`config.mk`:
```
export PLATFORM = sky130hd
export DESIGN_NAME = dram_lsu
export DESIGN_NICKNAME = d
export VERILOG_FILES = /design/src/rtl/dram_lsu.sv
export SDC_FILE = /design/constraint.sdc
export NUM_CORES = 1
export LEC_CHECK = 0
export ABC_AREA = 1
export BUFFER_PORTS_ARGS = -buffer_cell sky130_fd_sc_hd__buf_2
export CAP_MARGIN = 20
export CORE_MARGIN = 3
export CORE_UTILIZATION = 42
export CTS_BUF_LIST = sky130_fd_sc_hd__clkbuf_2 sky130_fd_sc_hd__clkbuf_4 sky130_fd_sc_hd__clkbuf_8
export DETAILED_ROUTE_END_ITERATION = 10
export GPL_ROUTABILITY_DRIVEN = 0
export HOLD_SLACK_MARGIN = 0.12
export PLACE_DENSITY = 0.76
export REMOVE_ABC_BUFFERS = 1
export SLEW_MARGIN = 20
export SYNTH_ARGS = -nofsm -noshare
export SYNTH_HDL_FRONTEND = slang
export SYNTH_SLANG_ARGS = --single-unit
```
`constraint.sdc`:
```
create_clock -name clk -period 1 [get_ports clk]
set_input_delay 0.1 -clock clk [delete_from_list [all_inputs] [get_ports clk]]
set_output_delay 0.1 -clock clk [all_outputs]
set_load 0.005 [all_outputs]
```
`src/rtl/dram_lsu.sv`:
```
// ---------------------------------------------------------------------------
// dram_lsu
//
// Load/store sequencer and bus master for the processor's single-port data
// RAM. It takes one read or write request at a time from the datapath over
// a valid/ready handshake and drives the RAM's data, address and write-enable
// inputs. Read data comes back over a valid/ready response channel.
//
// The RAM registers its read address at every clock edge. Its read output
// ram_q shows the word at that registered address combinationally.
// A read therefore takes two edges after acceptance:
//   - E1: the RAM latches the address.
//   - E2: ram_q is captured into rsp_data.
//
// Optional feature (macro DRAM_LSU_RANGE_CHK_EN):
//   Requests with req_addr >= DEPTH are out of range.
//   - An out-of-range write still steps through WR, but ram_we stays low.
//   - An out-of-range read keeps the normal read timing and returns
//     rsp_data = 0 with rsp_err = 1.
//   - Without the macro, rsp_err is always 0 and addresses are not checked.
//
// Parameters:
//   DATA_W  data word width
//   ADDR_W  RAM address width
//   DEPTH   number of valid RAM words (DEPTH <= 2**ADDR_W)
//
// Ports:
//   clk        rising-edge clock
//   rst_n      asynchronous active-low reset
//   req_valid  request present
//   req_ready  block can accept a request (decoded from state)
//   req_we     1 = write, 0 = read
//   req_addr   request address
//   req_wdata  write data
//   rsp_valid  read response present
//   rsp_ready  consumer accepts the response
//   rsp_data   read data
//   rsp_err    response error flag (out-of-range read)
//   ram_data   RAM data input
//   ram_addr   RAM address input
//   ram_we     RAM write enable
//   ram_q      RAM read output
// ---------------------------------------------------------------------------
module dram_lsu #(
  parameter int DATA_W = 8,
  parameter int ADDR_W = 1,
  parameter int DEPTH  = 2
) (
  input  logic              clk,
  input  logic              rst_n,
  input  logic              req_valid,
  output logic              req_ready,
  input  logic              req_we,
  input  logic [ADDR_W-1:0] req_addr,
  input  logic [DATA_W-1:0] req_wdata,
  output logic              rsp_valid,
  input  logic              rsp_ready,
  output logic [DATA_W-1:0] rsp_data,
  output logic              rsp_err,
  output logic [DATA_W-1:0] ram_data,
  output logic [ADDR_W-1:0] ram_addr,
  output logic              ram_we,
  input  logic [DATA_W-1:0] ram_q
);

  // Reject impossible geometries at elaboration time.
  if (DEPTH < 1 || DEPTH > (1 << ADDR_W)) begin : g_depth_check
    $error("dram_lsu: DEPTH must be in 1 .. 2**ADDR_W");
  end

  typedef enum logic [2:0] {
    IDLE,
    WR,
    RD_ADDR,
    RD_CAP,
    RESP
  } state_t;

  state_t state;
  state_t state_nxt;

  logic accept;
  logic req_oor;
  logic cap_err;
  logic [DATA_W-1:0] cap_data;

  assign accept = req_valid & req_ready;

`ifdef DRAM_LSU_RANGE_CHK_EN
  // Compare one bit wider than the address, because DEPTH may equal
  // 2**ADDR_W.
  localparam logic [ADDR_W:0] DEPTH_LIM = (ADDR_W+1)'(DEPTH);

  logic oor_q;

  assign req_oor = ({1'b0, req_addr} >= DEPTH_LIM);

  // Remember whether the accepted read was out of range.
  // RD_CAP uses this flag to substitute a zero word and raise the error bit.
  always_ff @(posedge clk or negedge rst_n) begin
    if (!rst_n) begin
      oor_q <= 1'b0;
    end else if (accept) begin
      oor_q <= req_oor;
    end
  end

  assign cap_err  = oor_q;
  assign cap_data = oor_q ? '0 : ram_q;
`else
  assign req_oor  = 1'b0;
  assign cap_err  = 1'b0;
  assign cap_data = ram_q;
`endif

  // State register.
  always_ff @(posedge clk or negedge rst_n) begin
    if (!rst_n) begin
      state <= IDLE;
    end else begin
      state <= state_nxt;
    end
  end

  // Next-state logic and the decoded req_ready.
  // rsp_valid is high for the whole of RESP, so only rsp_ready matters there.
  always_comb begin
    state_nxt = state;
    req_ready = 1'b0;
    unique case (state)
      IDLE: begin
        req_ready = 1'b1;
        if (req_valid) begin
          state_nxt = req_we ? WR : RD_ADDR;
        end
      end
      WR: begin
        state_nxt = IDLE;
      end
      RD_ADDR: begin
        state_nxt = RD_CAP;
      end
      RD_CAP: begin
        state_nxt = RESP;
      end
      RESP: begin
        if (rsp_ready) begin
          state_nxt = IDLE;
        end
      end
      default: begin
        state_nxt = IDLE;
      end
    endcase
  end

  // RAM master side.
  // ram_addr and ram_data change only at an accept edge and hold otherwise.
  // ram_we is a one-cycle pulse that coincides with the WR state.
  // Out-of-range requests leave both registers untouched.
  always_ff @(posedge clk or negedge rst_n) begin
    if (!rst_n) begin
      ram_we   <= 1'b0;
      ram_addr <= '0;
      ram_data <= '0;
    end else begin
      ram_we <= 1'b0;
      if (accept && !req_oor) begin
        ram_addr <= req_addr;
        if (req_we) begin
          ram_data <= req_wdata;
          ram_we   <= 1'b1;
        end
      end
    end
  end

  // Response channel.
  // Data is captured at the RD_CAP edge and then held through RESP.
  // rsp_data keeps its value after the handshake; only rsp_valid drops.
  always_ff @(posedge clk or negedge rst_n) begin
    if (!rst_n) begin
      rsp_valid <= 1'b0;
      rsp_data  <= '0;
      rsp_err   <= 1'b0;
    end else begin
      if (state == RD_CAP) begin
        rsp_valid <= 1'b1;
        rsp_data  <= cap_data;
        rsp_err   <= cap_err;
      end else if (state == RESP && rsp_ready) begin
        rsp_valid <= 1'b0;
      end
    end
  end

endmodule
```
# Yosys cells after proc, flatten, opt, wreduce, memory -nomap -nowiden
# Cells that the tools add are included.
dict set report totals {
  reg_bits 22
  wordCells 26
  input_bits 22
  out_inout_bits 21
}
dict set report op_classes {
  bitwise_logic 1
  mux 9
  reduce_logical 5
  eq_ne 5
}
# op count
set ops {}
lappend ops {{3-bit case mux with 4 select lines} 1}
lappend ops {{3-bit by 2-bit equality test with 1-bit output (second input constant)} 2}
lappend ops {{3-bit two-way mux} 2}
lappend ops {{1-bit two-way mux} 5}
lappend ops {{2-bit inequality test (second input constant)} 2}
lappend ops {{2-bit AND reduction} 2}
lappend ops {{3-bit equality test (second input constant)} 1}
lappend ops {{3-bit logical NOT} 1}
lappend ops {{2-bit two-way mux} 1}
lappend ops {{2-bit nonzero test} 1}
lappend ops {{1-bit bitwise AND} 1}
lappend ops {{1-bit logical AND} 1}

# Depth between registers and ports, before layout
dict set report depth {
  ltp_word 4
  mapped_depth 5
  ltp_nobuf 5
}

# Worst setup path before layout
# Ideal clock, no wire load.
dict set report synth_timing {
  kind {reg-to-reg}
  from {reg state[1]}
  to {reg state[0]}
  stages_incl_launch_ff 5
  period_less_slack_ps 1056
  path_buffers 0
  setup_slack_ps -56
  setup_time_ps 124
  required_ps 876
  t_arrival_ps 931
  path_cell_list {dfrtp_1 nor2_4 nand2_1 o21ai_0 nor2_1}
}
dict set report synth_via {
  elab_chain_cells 3
  elab_cells_between_ends 8
  cone_classes {5 x eq/ne; 1 x mux; 2 x reduce/logical}
}
# item line_no
set synth_lines {}
lappend synth_lines {{start, declared} 79} ;# state_t state;
lappend synth_lines {{start signal, assigned} 121} ;# state <= state_nxt;
lappend synth_lines {{3-bit equality test / 3-bit logical NOT (equally long branches)} 130} ;# unique case (state)
lappend synth_lines {{2-bit inequality test (no source line)} n/a}
lappend synth_lines {{2-bit AND reduction (no source line)} n/a}
# Several ways; a longest one is shown, not always the timed one.
# A chain may end at the register's enable or synchronous reset.

# Final worst setup path
dict set report layout_timing {
  from {reg state[1]}
  to {out req_ready}
}
dict set report layout_via {
  elab_chain_cells 2
}
# item line_no
set layout_lines {}
lappend layout_lines {{3-bit logical NOT} 130}
lappend layout_lines {{1-bit two-way mux} 130}
lappend layout_lines {{end, declared} 52} ;# output logic req_ready,
# Every way passes these cells.

==> impl_metrics.tcl <==
set metrics [dict create \
    wirelength_um 2467 \
    synth-edff-count 0 \
    nFillCells 141 \
    syn-instance-count 96 \
    crit_fanout 2 \
    portBuffers 41 \
    dieArea_um2 2801 \
    core-area_um2 2022 \
    clkLatencyLatePin_ns 0.30 \
    rows 16 \
    drc 0 \
    violations "negative setup slack" \
    finalHoldViolations 0 \
    hp-class "in -> reg" \
    setup_viol 19 \
    end_kind "primary output" \
    yosysWarnings 0 \
    pre_cts_slack_ns -0.1124 \
    min-delay-start "req_we" \
    die_h_um 52.92 \
    status "finished with violations" \
    clock_path_buffers 2 \
    yosysTopAreaCell "dfrtp_1" \
    arrival_ns 1.15 \
    post-dp-hpwl_um 1478 \
    synth.most_common_cell "nand2_1" \
    yosysTopAreaCellShare 0.5954 \
    cts_tree "built" \
    grt_pass1_vias 902 \
    seqCellArea_um2 550.5 \
    grt_pass1_wl_um 3974 \
    ios 43 \
    startpoint_type "flop" \
    multi_input_area_um2 399.1 \
    grt_start_max_net_pins 23 \
    r2r_cells 6 \
    post-route-period-util 1.253 \
    netlist_area_um2 924.6 \
    cellLeakagePower_nw 0.8253 \
    ys_seq_elements 22 \
    layout-drive-gt1-share 0.4286 \
    start_util 0.4573 \
    clock_sinks 22 \
    path_clk_slew_ns 0.12 \
    wl_per_cell_um 12.65 \
    whs_path_depth 3 \
    power_density_nw_per_um2 2593 \
    slew_viol_final 0 \
    antenna_found_initial 0 \
    htree_num_levels 1 \
    r2r_start "state[1]" \
    async_flop_share 1.000 \
    gr-total-overflow 0 \
    nets 192 \
    finalWorstSetupSlack_ns -0.2527 \
    timing.rr.end "ram_data[5]" \
    synth_area_leaders "dfrtp_1 (60%), nand2_1 (15%), inv_1 (4.9%)" \
    required_ns 0.90 \
    synth.distinct_cells 17 \
    die_x_um 52.92 \
    hold_ws_ns 0.1618 \
    min_to "state[0]" \
    clock-root-buffer "clkbuf_4" \
    antenna_cells 0 \
    cts_buffers 3 \
    netlist_top_cells_count "nand2_1 (37), dfrtp_1 (22), inv_1 (12), o21ai_0 (6), o21ai_1 (4)" \
    antenna_left 0 \
    ir_worst_vdd_v 0.001545 \
    routed-via-count 943 \
    yosys_most_used_dff "dfrtp_1" \
    grt_use_total 0.1945 \
    area_growth_pct 66.03 \
    yosysSeqAreaShare 0.5954 \
    drt_iter0_markers 8 \
    criticalPathCategory "reg -> out" \
    period_minus_slack_ns 1.253 \
    postSynthAreaPerCell_um2 9.632 \
    timing.fmax_mhz 798.3 \
    clock_skew_ns 0.008748 \
    r2r_setup_slack_ns -0.19 \
    rsz0062_at_grt "yes" \
    cap_violations 0 \
    first_pass_iters 4 \
    vias_per_cell 4.836 \
]
[layout by cell type, fill, tap and decap left out]
cell type,synthesis,final
buf_12,0,1
buf_2,0,40
buf_4,1,6
buf_6,1,2
clkbuf_4,0,3
conb_1,1,1
dfrtp_1,22,22
dlygate4sd3_1,0,19
inv_1,12,11
inv_2,1,1
inv_4,0,1
nand2_1,37,32
nand2_2,0,5
nand3_1,1,1
nand3_4,2,5
nand3b_1,1,1
nand4_4,0,1
nor2_1,2,2
nor2_4,1,1
nor2_8,1,1
o211ai_1,2,2
o21ai_1,4,5
o21ai_2,0,5
[stage by stage]
step                utilization  TNS (ns)  area (µm²)  total power, mW  std cells
detailed placement       0.5848   -0.9819        1182            2.962        167
global route             0.7593    -3.351        1535            4.272        195
floorplan                     -   -0.4267       905.9            2.244         94
CTS                      0.7277    -1.652        1471            3.696        193
global placement         0.5848   -0.5366        1182            2.884        167
finish                   0.7593    -2.137        1535            3.981        195
[where the power goes]
group	internal [mW]	switching, mW	total, mW
registers	1.29	0.249	1.54
clock network	0.140	0.246	0.387
logic	1.00	1.05	2.05
total	2.43	1.55	3.98
[worst max-delay path, cell delays in order (launching register included)]
cell,delay (ns)
dfrtp_1,0.43
nor2_4,0.13
nand2_2,0.07
buf_6,0.11
inv_2,0.04
buf_6,0.08
[area by class of cell]
type | count | share of cell area
clock buffers | 3 | 0.01467
flip-flops and latches | 22 | 0.3586
inverters | 13 | 0.03341
well taps | 27 | 0.02200
repair buffers | 68 | 0.3113
multi-input cells | 62 | 0.2600
[state kept, by name, summed over array words and instances (netlist names)]
signal / flops
ram_we: 1
ram_addr: 1
rsp_valid: 1
ram_data: 8
state: 3
rsp_data: 8
[cells by family (layout without fill, tap and decap cells)]
group,count (synthesis),in the layout,synth area share
buffers and inverters,15,84,0.07307
other,1,1,0.004056
flip-flops,22,22,0.5954
AND/OR/NAND/NOR,46,49,0.2571
AO/OA/AOI/OAI,12,12,0.07036
[timing repair]
item	in CTS	in global routing
gates cloned	3	0
resized for setup	11	16
endpoints found under the setup margin	21	23
pin swaps	3	2
setup buffers	2	1
hold endpoints to repair	39	1
hold buffers	18	1
[worst max-delay path by stage]
stage             start          end  slack (ns)  cells past startpoint
2_1_floorplan  state[1]     state[0]       -0.06                      4
6_report       state[1]    req_ready       -0.25                      5
3_3_place_gp   state[1]  ram_data[4]       -0.07                      4
5_1_grt        state[1]    req_ready       -0.30                      5
4_1_cts        state[0]    req_ready       -0.27                      5
3_5_place_dp   state[1]  ram_data[5]       -0.11                      4
[per-layer routing]
layer  track usage  share of wire  vias up
li1              -              -      448
met5             0              0        -
met4       0.09362         0.0097        0
met2        0.3616           0.55       36
met3       0.01408          0.051        2
met1        0.2216           0.39      457
Note: power is estimated with default switching activity, not from simulation.
